===== config.mk =====
export PLATFORM = sky130hd
export DESIGN_NAME = alu_issue_sched
export DESIGN_NICKNAME = d
export VERILOG_FILES = /design/src/rtl/alu_issue_sched.sv
export SDC_FILE = /design/constraint.sdc
export NUM_CORES = 2
export LEC_CHECK = 0
export BUFFER_PORTS_ARGS = -buffer_cell sky130_fd_sc_hd__buf_2
export CORE_MARGIN = 4
export CORE_UTILIZATION = 30
export DETAILED_ROUTE_END_ITERATION = 16
export PLACE_DENSITY_LB_ADDON = 0.08
export SYNTH_ARGS = -nofsm -noshare
export SYNTH_HDL_FRONTEND = slang
export SYNTH_SLANG_ARGS = --single-unit

===== constraint.sdc =====
create_clock -name clk -period 19.4 [get_ports clk]
set_input_delay 0.97 -clock clk [delete_from_list [all_inputs] [get_ports clk]]
set_output_delay 0.97 -clock clk [all_outputs]
set_load 0.01 [all_outputs]

===== src/rtl/alu_issue_sched.sv =====
// ---------------------------------------------------------------------------
// alu_issue_sched
//
// Issue scheduler for the single ALU. Holds dispatched micro-ops, tracks
// source readiness from writeback broadcasts, and each cycle issues the
// oldest ready entry (by dispatch order) to the ALU. Entries younger than a
// mispredicted branch are squashed on a ROB flush.
//
// Micro-op layout (MSB..LSB), width 3*PREG_W+54:
//   pd | ps1 | ps2 | rob_index[4:0] | opcode[6:0] | func3[2:0] | func7[6:0] | imm[31:0]
//
// Ports:
//   clk, reset          clock, asynchronous active-low reset
//   disp_valid/ready    dispatch handshake; disp_data is the micro-op
//   disp_ps1/2_rdy      source already present in the PRF
//   wb_valid/wb_preg    NWB wakeup broadcast ports
//   fu_ready            ALU can accept an issue this cycle
//   issued/issue_data   registered issue output
//   prf_ra1/prf_ra2     PRF read addresses taken from issue_data
//   curr_rob_tag        ROB tail (exclusive end of flush range)
//   mispredict(_tag)    one-cycle flush strobe and branch ROB tag
//   occupancy           registered count of valid entries
// ---------------------------------------------------------------------------
module alu_issue_sched #(
  parameter int DEPTH    = 8,
  parameter int PREG_W   = 7,
  parameter int NWB      = 2,
  parameter int ROB_SIZE = 16
) (
  input  logic                    clk,
  input  logic                    reset,
  input  logic                    disp_valid,
  output logic                    disp_ready,
  input  logic [3*PREG_W+53:0]    disp_data,
  input  logic                    disp_ps1_rdy,
  input  logic                    disp_ps2_rdy,
  input  logic [NWB-1:0]          wb_valid,
  input  logic [NWB*PREG_W-1:0]   wb_preg,
  input  logic                    fu_ready,
  output logic                    issued,
  output logic [3*PREG_W+53:0]    issue_data,
  output logic [PREG_W-1:0]       prf_ra1,
  output logic [PREG_W-1:0]       prf_ra2,
  input  logic [4:0]              curr_rob_tag,
  input  logic                    mispredict,
  input  logic [4:0]              mispredict_tag,
  output logic [$clog2(DEPTH):0]  occupancy
);

  localparam int RS_W    = 3*PREG_W + 54;
  localparam int IDX_W   = $clog2(DEPTH);
  localparam int CNT_W   = IDX_W + 1;
  localparam int ROB_LSB = 49;
  localparam int PS2_LSB = 54;
  localparam int PS1_LSB = 54 + PREG_W;

  logic [DEPTH-1:0] valid_q, valid_d;
  logic [DEPTH-1:0] rdy1_q, rdy1_d;
  logic [DEPTH-1:0] rdy2_q, rdy2_d;
  logic [RS_W-1:0]  ent_q [DEPTH];
  logic [RS_W-1:0]  ent_d [DEPTH];
  // older_q[i][j] set: entry i was dispatched before entry j. Only rows and
  // columns of valid entries are meaningful; a slot's row/column is rewritten
  // whenever it is allocated.
  logic [DEPTH-1:0] older_q [DEPTH];
  logic [DEPTH-1:0] older_d [DEPTH];

  logic             issued_q, issued_d;
  logic [RS_W-1:0]  issue_data_q, issue_data_d;
  logic [CNT_W-1:0] occ_q, occ_d;

  logic [DEPTH-1:0] flush;
  logic [DEPTH-1:0] elig;
  logic [DEPTH-1:0] pick;
  logic             sel_vld;
  logic [IDX_W-1:0] sel_idx;
  logic             has_free;
  logic [IDX_W-1:0] free_idx;
  logic             disp_fire;

  function automatic logic wb_hit(input logic [PREG_W-1:0]     tag,
                                  input logic [NWB-1:0]        v,
                                  input logic [NWB*PREG_W-1:0] p);
    logic hit;
    hit = 1'b0;
    for (int k = 0; k < NWB; k++) begin
      if (v[k] && (p[k*PREG_W +: PREG_W] == tag)) hit = 1'b1;
    end
    return hit;
  endfunction

  // Circular range (mtag+1 .. curr-1). Distances are taken from the range
  // start so wrap-around of ROB tags needs no special casing.
  function automatic logic in_flush(input logic [4:0] tag,
                                    input logic [4:0] mtag,
                                    input logic [4:0] curr);
    int s;
    int dt;
    int dc;
    s  = (int'(mtag) + 1) % ROB_SIZE;
    dt = (int'(tag)  - s + ROB_SIZE) % ROB_SIZE;
    dc = (int'(curr) - s + ROB_SIZE) % ROB_SIZE;
    return dt < dc;
  endfunction

  assign disp_ready = (occ_q < CNT_W'(DEPTH)) && !mispredict;
  assign disp_fire  = disp_valid && disp_ready && has_free;

  always_comb begin
    flush = '0;
    elig  = '0;
    for (int i = 0; i < DEPTH; i++) begin
      flush[i] = mispredict && valid_q[i] &&
                 in_flush(ent_q[i][ROB_LSB +: 5], mispredict_tag, curr_rob_tag);
      elig[i]  = valid_q[i] && rdy1_q[i] && rdy2_q[i] && !flush[i];
    end
  end

  // An eligible entry is picked only if no other eligible entry is older.
  always_comb begin
    pick = '0;
    for (int i = 0; i < DEPTH; i++) begin
      pick[i] = elig[i];
      for (int j = 0; j < DEPTH; j++) begin
        if (elig[j] && older_q[j][i]) pick[i] = 1'b0;
      end
    end
  end

  always_comb begin
    sel_vld = 1'b0;
    sel_idx = '0;
    for (int i = DEPTH-1; i >= 0; i--) begin
      if (pick[i]) begin
        sel_vld = 1'b1;
        sel_idx = IDX_W'(i);
      end
    end
  end

  always_comb begin
    has_free = 1'b0;
    free_idx = '0;
    for (int i = DEPTH-1; i >= 0; i--) begin
      if (!valid_q[i]) begin
        has_free = 1'b1;
        free_idx = IDX_W'(i);
      end
    end
  end

  always_comb begin
    valid_d      = valid_q;
    rdy1_d       = rdy1_q;
    rdy2_d       = rdy2_q;
    ent_d        = ent_q;
    older_d      = older_q;
    issued_d     = 1'b0;
    issue_data_d = issue_data_q;

    if (fu_ready && sel_vld) begin
      issued_d         = 1'b1;
      issue_data_d     = ent_q[sel_idx];
      valid_d[sel_idx] = 1'b0;
    end

    valid_d = valid_d & ~flush;

    for (int i = 0; i < DEPTH; i++) begin
      if (wb_hit(ent_q[i][PS1_LSB +: PREG_W], wb_valid, wb_preg)) rdy1_d[i] = 1'b1;
      if (wb_hit(ent_q[i][PS2_LSB +: PREG_W], wb_valid, wb_preg)) rdy2_d[i] = 1'b1;
    end

    // A new entry is youngest: older than nothing, younger than every slot.
    if (disp_fire) begin
      valid_d[free_idx] = 1'b1;
      ent_d[free_idx]   = disp_data;
      rdy1_d[free_idx]  = disp_ps1_rdy ||
                          wb_hit(disp_data[PS1_LSB +: PREG_W], wb_valid, wb_preg);
      rdy2_d[free_idx]  = disp_ps2_rdy ||
                          wb_hit(disp_data[PS2_LSB +: PREG_W], wb_valid, wb_preg);
      older_d[free_idx] = '0;
      for (int j = 0; j < DEPTH; j++) begin
        if (j != int'(free_idx)) older_d[j][free_idx] = 1'b1;
      end
    end
  end

  always_comb begin
    occ_d = '0;
    for (int i = 0; i < DEPTH; i++) begin
      occ_d = occ_d + CNT_W'(valid_d[i]);
    end
  end

  always_ff @(posedge clk or negedge reset) begin
    if (!reset) begin
      valid_q      <= '0;
      rdy1_q       <= '0;
      rdy2_q       <= '0;
      issued_q     <= 1'b0;
      issue_data_q <= '0;
      occ_q        <= '0;
      for (int i = 0; i < DEPTH; i++) begin
        ent_q[i]   <= '0;
        older_q[i] <= '0;
      end
    end else begin
      valid_q      <= valid_d;
      rdy1_q       <= rdy1_d;
      rdy2_q       <= rdy2_d;
      issued_q     <= issued_d;
      issue_data_q <= issue_data_d;
      occ_q        <= occ_d;
      for (int i = 0; i < DEPTH; i++) begin
        ent_q[i]   <= ent_d[i];
        older_q[i] <= older_d[i];
      end
    end
  end

  assign issued     = issued_q;
  assign issue_data = issue_data_q;
  assign occupancy  = occ_q;
  assign prf_ra1    = issue_data_q[PS1_LSB +: PREG_W];
  assign prf_ra2    = issue_data_q[PS2_LSB +: PREG_W];

endmodule


== Yosys cells after proc, flatten, opt, wreduce, memory -nomap -nowiden ==
Index checks and enable logic that the tools add are counted.

* Output and inout port bits: 95
* Bits in registers: 768
* Bits of input ports: 108

* Bitwise operators: 27
* $add $sub $neg: 26
* Mux-type cells: 177
* Equal/unequal tests: 43
* Reductions and logical operators: 169
* Order comparisons: 16

{| class="wikitable"
|+ Operators with widths
! cell !! count
|-
| 600-bit bitwise mux || 1
|-
| 7-bit equality test || 36
|-
| 75-bit binary-select mux with 3-bit select || 1
|-
| 75-bit demux with 3-bit select || 1
|-
| 75-bit 2-to-1 mux || 3
|-
| 1-bit logical AND || 147
|-
| 1-bit 2-to-1 mux || 137
|-
| 8-bit 2-to-1 mux || 13
|-
| 7-bit by 6-bit adder with 8-bit output (second input constant) || 9
|-
| 8-bit bitwise OR || 9
|-
| 64-bit AND || 1
|-
| 64-bit NOT || 1
|-
| 6-bit by 5-bit subtractor with 7-bit output || 9
|-
| 3-bit 2-to-1 mux || 16
|-
| 5-bit < comparator || 8
|-
| 4-bit OR reduction || 10
|-
| 8-bit demux with 3-bit select || 1
|-
| 4-bit by 1-bit adder with 4-bit output || 4
|-
| 8-bit AND || 2
|-
| 8-bit bitwise mux || 2
|-
| 8-bit NOT || 2
|-
| 3-bit != test (first input constant) || 4
|-
| 1-bit AND || 9
|-
| 1-bit zero test || 9
|-
| other kinds (16) || 23
|}

== Depth between registers and ports, before layout ==
* Word-level depth: 45
* Gate-level depth with buffers: 33

== Worst setup path before layout ==
OpenSTA, ideal clock, no wires.

* Path type: input -> register
* Start point: in mispredict_tag[0]
* End point: reg occ_q[2], in the netlist occupancy[2]
* Arrival: 8.092 ns
* Setup slack: 11.186 ns
* Data required time: 19.277 ns
* Cell stages on the path: 31
* Path through: ha_1 > clkbuf_1 > clkbuf_1 > xnor2_1 > ha_1 > inv_1 > fa_1 > xor2_1 > xnor2_1 > xnor2_1 > ha_1 > nand2b_1 > and2_1 > buf_6 > a221o_1 > a2111oi_2 > o2111ai_2 > a311oi_1 > buf_2 > buf_2 > nand3_1 > a31o_1 > fa_1 > inv_1 > fa_1 > fa_1 > inv_1 > ha_1 > inv_1 > fa_1 > xnor2_1

* Longest elaborated chain between the ends: 44
* Elaborated cells between the ends (all ways): 235
* Classes of those cells: add/sub: 26; order compare: 10; mux: 84; bitwise: 15; reduce/logical: 100

{| class="wikitable"
|+ Ends and longest elaborated chain
! item !! RTL line !! RTL
|-
| start: declaration || 46 || <nowiki>input logic [4:0] mispredict_tag,</nowiki>
|-
| 4-bit by 1-bit adder with 4-bit output * || 100 || <nowiki>s = (int'(mtag) + 1) % ROB_SIZE;</nowiki>
|-
| 4-bit OR reduction (no line) || n/a ||
|-
| 1-bit AND (no line) || n/a ||
|-
| 6-bit by 5-bit subtractor with 7-bit output (on tied branches) || 101, 102 ||
|-
| 7-bit by 6-bit adder with 8-bit output (on tied branches) || 101, 102 ||
|-
| 1-bit AND (no line) || n/a ||
|-
| 5-bit < comparator || 103 || <nowiki>return dt < dc;</nowiki>
|-
| 1-bit logical AND || 113 || <nowiki>flush[i] = mispredict && valid_q[i] &&</nowiki>
|-
| [... 27 more ...] || n/a ||
|-
| 8-bit bitwise OR (no line) || n/a ||
|-
| 8-bit 2-to-1 mux * || 175 || <nowiki>if (disp_fire) begin</nowiki>
|-
| net valid_d[1] || 57 || <nowiki>logic [DEPTH-1:0] valid_q, valid_d;</nowiki>
|-
| 1-bit by 1-bit adder with 2-bit output * || 192 || <nowiki>occ_d = occ_d + CNT_W'(valid_d[i]);</nowiki>
|-
| 2-bit by 1-bit adder with 3-bit output * || 192 ||
|-
| 3-bit by 1-bit adder with 4-bit output * || 192 ||
|-
| 4-bit by 1-bit adder with 4-bit output * (4 in a row) || 192 ||
|-
| net occ_d[2] || 70 || <nowiki>logic [CNT_W-1:0] occ_q, occ_d;</nowiki>
|-
| end signal: assignment || 203 || <nowiki>occ_q <= '0;</nowiki>
|-
| end signal: assignment || 214 || <nowiki>occ_q <= occ_d;</nowiki>
|-
| end: declaration || 70 ||
|}

Mark *: on every way through the listed nets, which the timed path passes. The rest lies on a longest branch.
A chain may end at the register's enable or synchronous reset.

== Final worst setup path ==
* Start point: in mispredict_tag[0]
* End point: reg occ_q[2], in the netlist occupancy[2]

* Elaborated cells between the ends (all ways): 235
* Classes of those cells: add/sub: 26; order compare: 10; mux: 84; bitwise: 15; reduce/logical: 100

{| class="wikitable"
|+ RTL lines
! item !! RTL line !! RTL
|-
| 4-bit by 1-bit adder with 4-bit output * || 100 ||
|-
| 4-bit OR reduction (no line) || n/a ||
|-
| 1-bit AND (no line) || n/a ||
|-
| 6-bit by 5-bit subtractor with 7-bit output (on tied branches) || 101, 102 ||
|-
| 7-bit by 6-bit adder with 8-bit output (on tied branches) || 101, 102 ||
|-
| 1-bit AND (no line) || n/a ||
|-
| 5-bit < comparator || 103 ||
|-
| 1-bit logical AND || 113 ||
|-
| [... 25 more ...] || n/a ||
|-
| 8-bit 2-to-1 mux || 161 || <nowiki>if (fu_ready && sel_vld) begin</nowiki>
|-
| 8-bit AND * || 167 || <nowiki>valid_d = valid_d & ~flush;</nowiki>
|-
| 8-bit bitwise OR (no line) || n/a ||
|-
| 8-bit 2-to-1 mux * || 175 ||
|-
| net valid_d[3] || 57 ||
|-
| 3-bit by 1-bit adder with 4-bit output * || 192 ||
|-
| 4-bit by 1-bit adder with 4-bit output * (4 in a row) || 192 ||
|-
| net occ_d[2] || 70 ||
|}

Marked as above.

==> flow_summary_export.csv <==
group,metric,value,unit
synth,synth_sequential_area_ratio,0.509,
placed_design,dp_slack,9.56,ns
synth,synth.top_cell.area_share,0.509,
clock_network,cts_tree,"done",
synth,synthFlopType,"dfrtp_1",
timing,tightest_slew,1.12,ns
layout,final_layout_size_suffix_gt1_frac,0.166,
floorplan,die_y,363,um
power_and_ir_drop,vdd_ir_drop_max,0.0778,mV
power_and_ir_drop,pwr_density_cell,132,nW/um^2
clock_network,post_cts_buffers,0,
synth,synth_async_sr_flop_share,1.00,
global_routing,antenna_found_initial,13,
floorplan,core,124000,sq um
clock_network,numCtsBuffers,97,
timing,maxSlewHeadroom,0.255,
floorplan,die_area,132000,sq um
synth,synth_area,37700,sq um
setup_path,critPathMaxStageDelay,0.79,ns
timing,hold_viol,0,
routing,wl,142000,um
placed_design,numPortBuffers,200,
timing,skew,0.0340,ns
flow_run,drv_cap,0,
global_routing,overflow,0,
routing,drtIter0Drc,2370,
global_routing,grt_pass1_vias,30300,
setup_path,cp_data_arrival_time,9.64,ns
setup_path,crit_type,"in2reg",
global_routing,grt_usage,0.215,
timing,grt_setup_unrepaired,"false",
routing,wl_per_cell,25.1,um
layout,area_delta_synth_final,15.1,%
placed_design,dpl.hpwl,79400,um
power_and_ir_drop,p_leak,20.6,nW
clock_network,hold_buffers,0,
clock_network,clk_root_buffer_cell,"clkbuf_16",
run_status,outcome,"finished, final reports clean",
floorplan,ios,203,
timing,final.setup.tns,0,ns
clock_network,cts.sinks,768,
global_routing,grt_pass1_wl,212000,um
placed_design,gp_congestion,0.826,
clock_network,worstSkewPairLatency,0.68,ns
timing,fmax,0.110,GHz
layout,layout.nets,4118,
synth,synth_edf_count,0,
setup_path,required,19.95,ns
synth,synth_area_leaders,"dfrtp_1, nand2_1, mux2_2, xnor2_1, clkbuf_1",
timing,fin_crit,9.08,ns
setup_path,worst_path_max_delay_cell,"ha_1",
global_routing,grt_max_degree,166,
setup_path,cp_max_fo,34,
timing,setup_slack,10.32,ns
synth,netlist_instances,3885,
synth,synth.most_common_cell,"nand2_1",
routing,via_per_inst,5.19,
synth,synth_commonest_cells,"nand2_1, dfrtp_1, xnor2_1",
hold_path,hp-class,"in2async",
setup_path,start_kind,"primary input",
floorplan,rows,129,
routing,ant_nets,0,
synth,yosys.area.top_type,"dfrtp_1",
synth,syn-num-nets,4053,
synth,syn_area_per_cell,9.71,sq um
clock_network,path_clk_slew,0.06,ns
timing,fin_crit_sh,0.468,
setup_path,cp_common_cell,"fa_1",
clock_network,cts_max_path_buffers,3,
floorplan,start_util,0.304,
timing,setup_violations,0,
routing,first_pass_iters,12,
synth,synth-seq-cells,768,
timing,slew_viol_final,0,
floorplan,die_w,363,um
clock_network,ctsResizeCount,0,
clock_network,ctsHtreeMaxLevel,3,
routing,vias,29400,
routing,drt_drc_violations_left,0,
setup_path,end_kind,"flip-flop",
synth,ys_warn_count,0,
synth,synth_cell_types,69,
==> metal layers <==
metal,wire length [um],vias to the layer above,global-route usage
met5,57,-,0
met4,3280,8,0.0575
met3,7180,190,0.0334
met2,65300,735,0.344
met1,66400,15100,0.303
li1,-,13400,-
==> metrics by stage <==
stage	hold WS (ns)	instances	power, mW	util	instance area, sq um
4_1_cts	0.309	5662	5.82	0.350	43400
2_1_floorplan	0.441	3885	3.26	-	37700
3_3_place_gp	0.458	5488	3.92	0.323	40200
3_5_place_dp	0.462	5488	3.93	0.323	40200
6_report	0.285	5669	5.73	0.350	43500
5_1_grt	0.353	5663	6.09	0.350	43400
==> worst max-delay path, delay by kind of cell <==
family	cells	cell delay, ns
adders and majority gates	9	3.40
and+or+nand+nor	3	0.96
xor gates and xnor gates	5	1.44
AOI/OAI and AO/OA	5	1.27
buffers and inverters	7	1.53
==> final timing paths <==
kind,start,to,slack (ns),cells past startpoint
worst max register to register,ent_q[499]$_DFFE_PN0P_,occupancy[2]$_DFF_PN0_,11.74,27
max in group asynchronous,reset,issue_data[74]$_DFFE_PN0N_,16.21,4
worst min-delay path,reset,ent_q[207]$_DFFE_PN0P_,0.29,1
worst min register to register,ent_q[102]$_DFFE_PN0P_,ent_q[102]$_DFFE_PN0P_,0.47,2
worst max-delay path,mispredict_tag[0],occupancy[2]$_DFF_PN0_,10.32,29
min in group clk,ent_q[102]$_DFFE_PN0P_,ent_q[102]$_DFFE_PN0P_,0.47,2
==> registers in the layout, indices dropped and copies added (netlist names), named ones only <==
register	count
ent_q	600
issue_data	75
older_q	48
rdy1_q	8
rdy2_q	8
valid_q	8
occupancy	4
issued	1
==> kinds of logic (layout without fill, tap and decap cells) <==
logic type | count (synthesis) | in the layout | synth area share
AND/OR/NAND/NOR | 1751 | 1751 | 0.192
flip-flops | 768 | 768 | 0.509
AO/OA/AOI/OAI | 468 | 468 | 0.106
buffers and inverters | 325 | 465 | 0.0362
XOR/XNOR | 291 | 291 | 0.0675
multiplexers | 222 | 222 | 0.0662
adder cells (fa/ha/maj) | 60 | 60 | 0.0225
other | 0 | 7 | 0
==> power breakdown <==
group	internal [mW]	switching [mW]	total, mW	leakage [nW]
clock network	1.11	0.740	1.85	1.59
logic	0.631	0.970	1.60	8.80
registers	1.97	0.313	2.28	10.2
total	3.71	2.02	5.73	20.6
==> final cells by class <==
| class | instances | area, sq um |
|---|---|---|
| antenna | 7 | 17.5 |
| clock buffer | 143 | 2830 |
| clock inverter | 31 | 408 |
| fill | 12600 | 80800 |
| inverter | 40 | 150 |
| multi-input combinational | 2792 | 17300 |
| sequential | 768 | 19200 |
| tap | 1637 | 2050 |
| timing repair buffer | 251 | 1460 |
==> cells in the final DEF (no fill, tap or decap), types with 65 or more instances in the layout <==
master,instances
a221oi_1,79
a222oi_1,66
a22o_1,75
and3_1,78
buf_2,199
clkbuf_16,98
dfrtp_1,768
mux2_2,222
nand2_1,1365
nand4_1,76
nor2_1,121
o221ai_1,65
xnor2_1,281
Power figures use the tool's default switching activity.
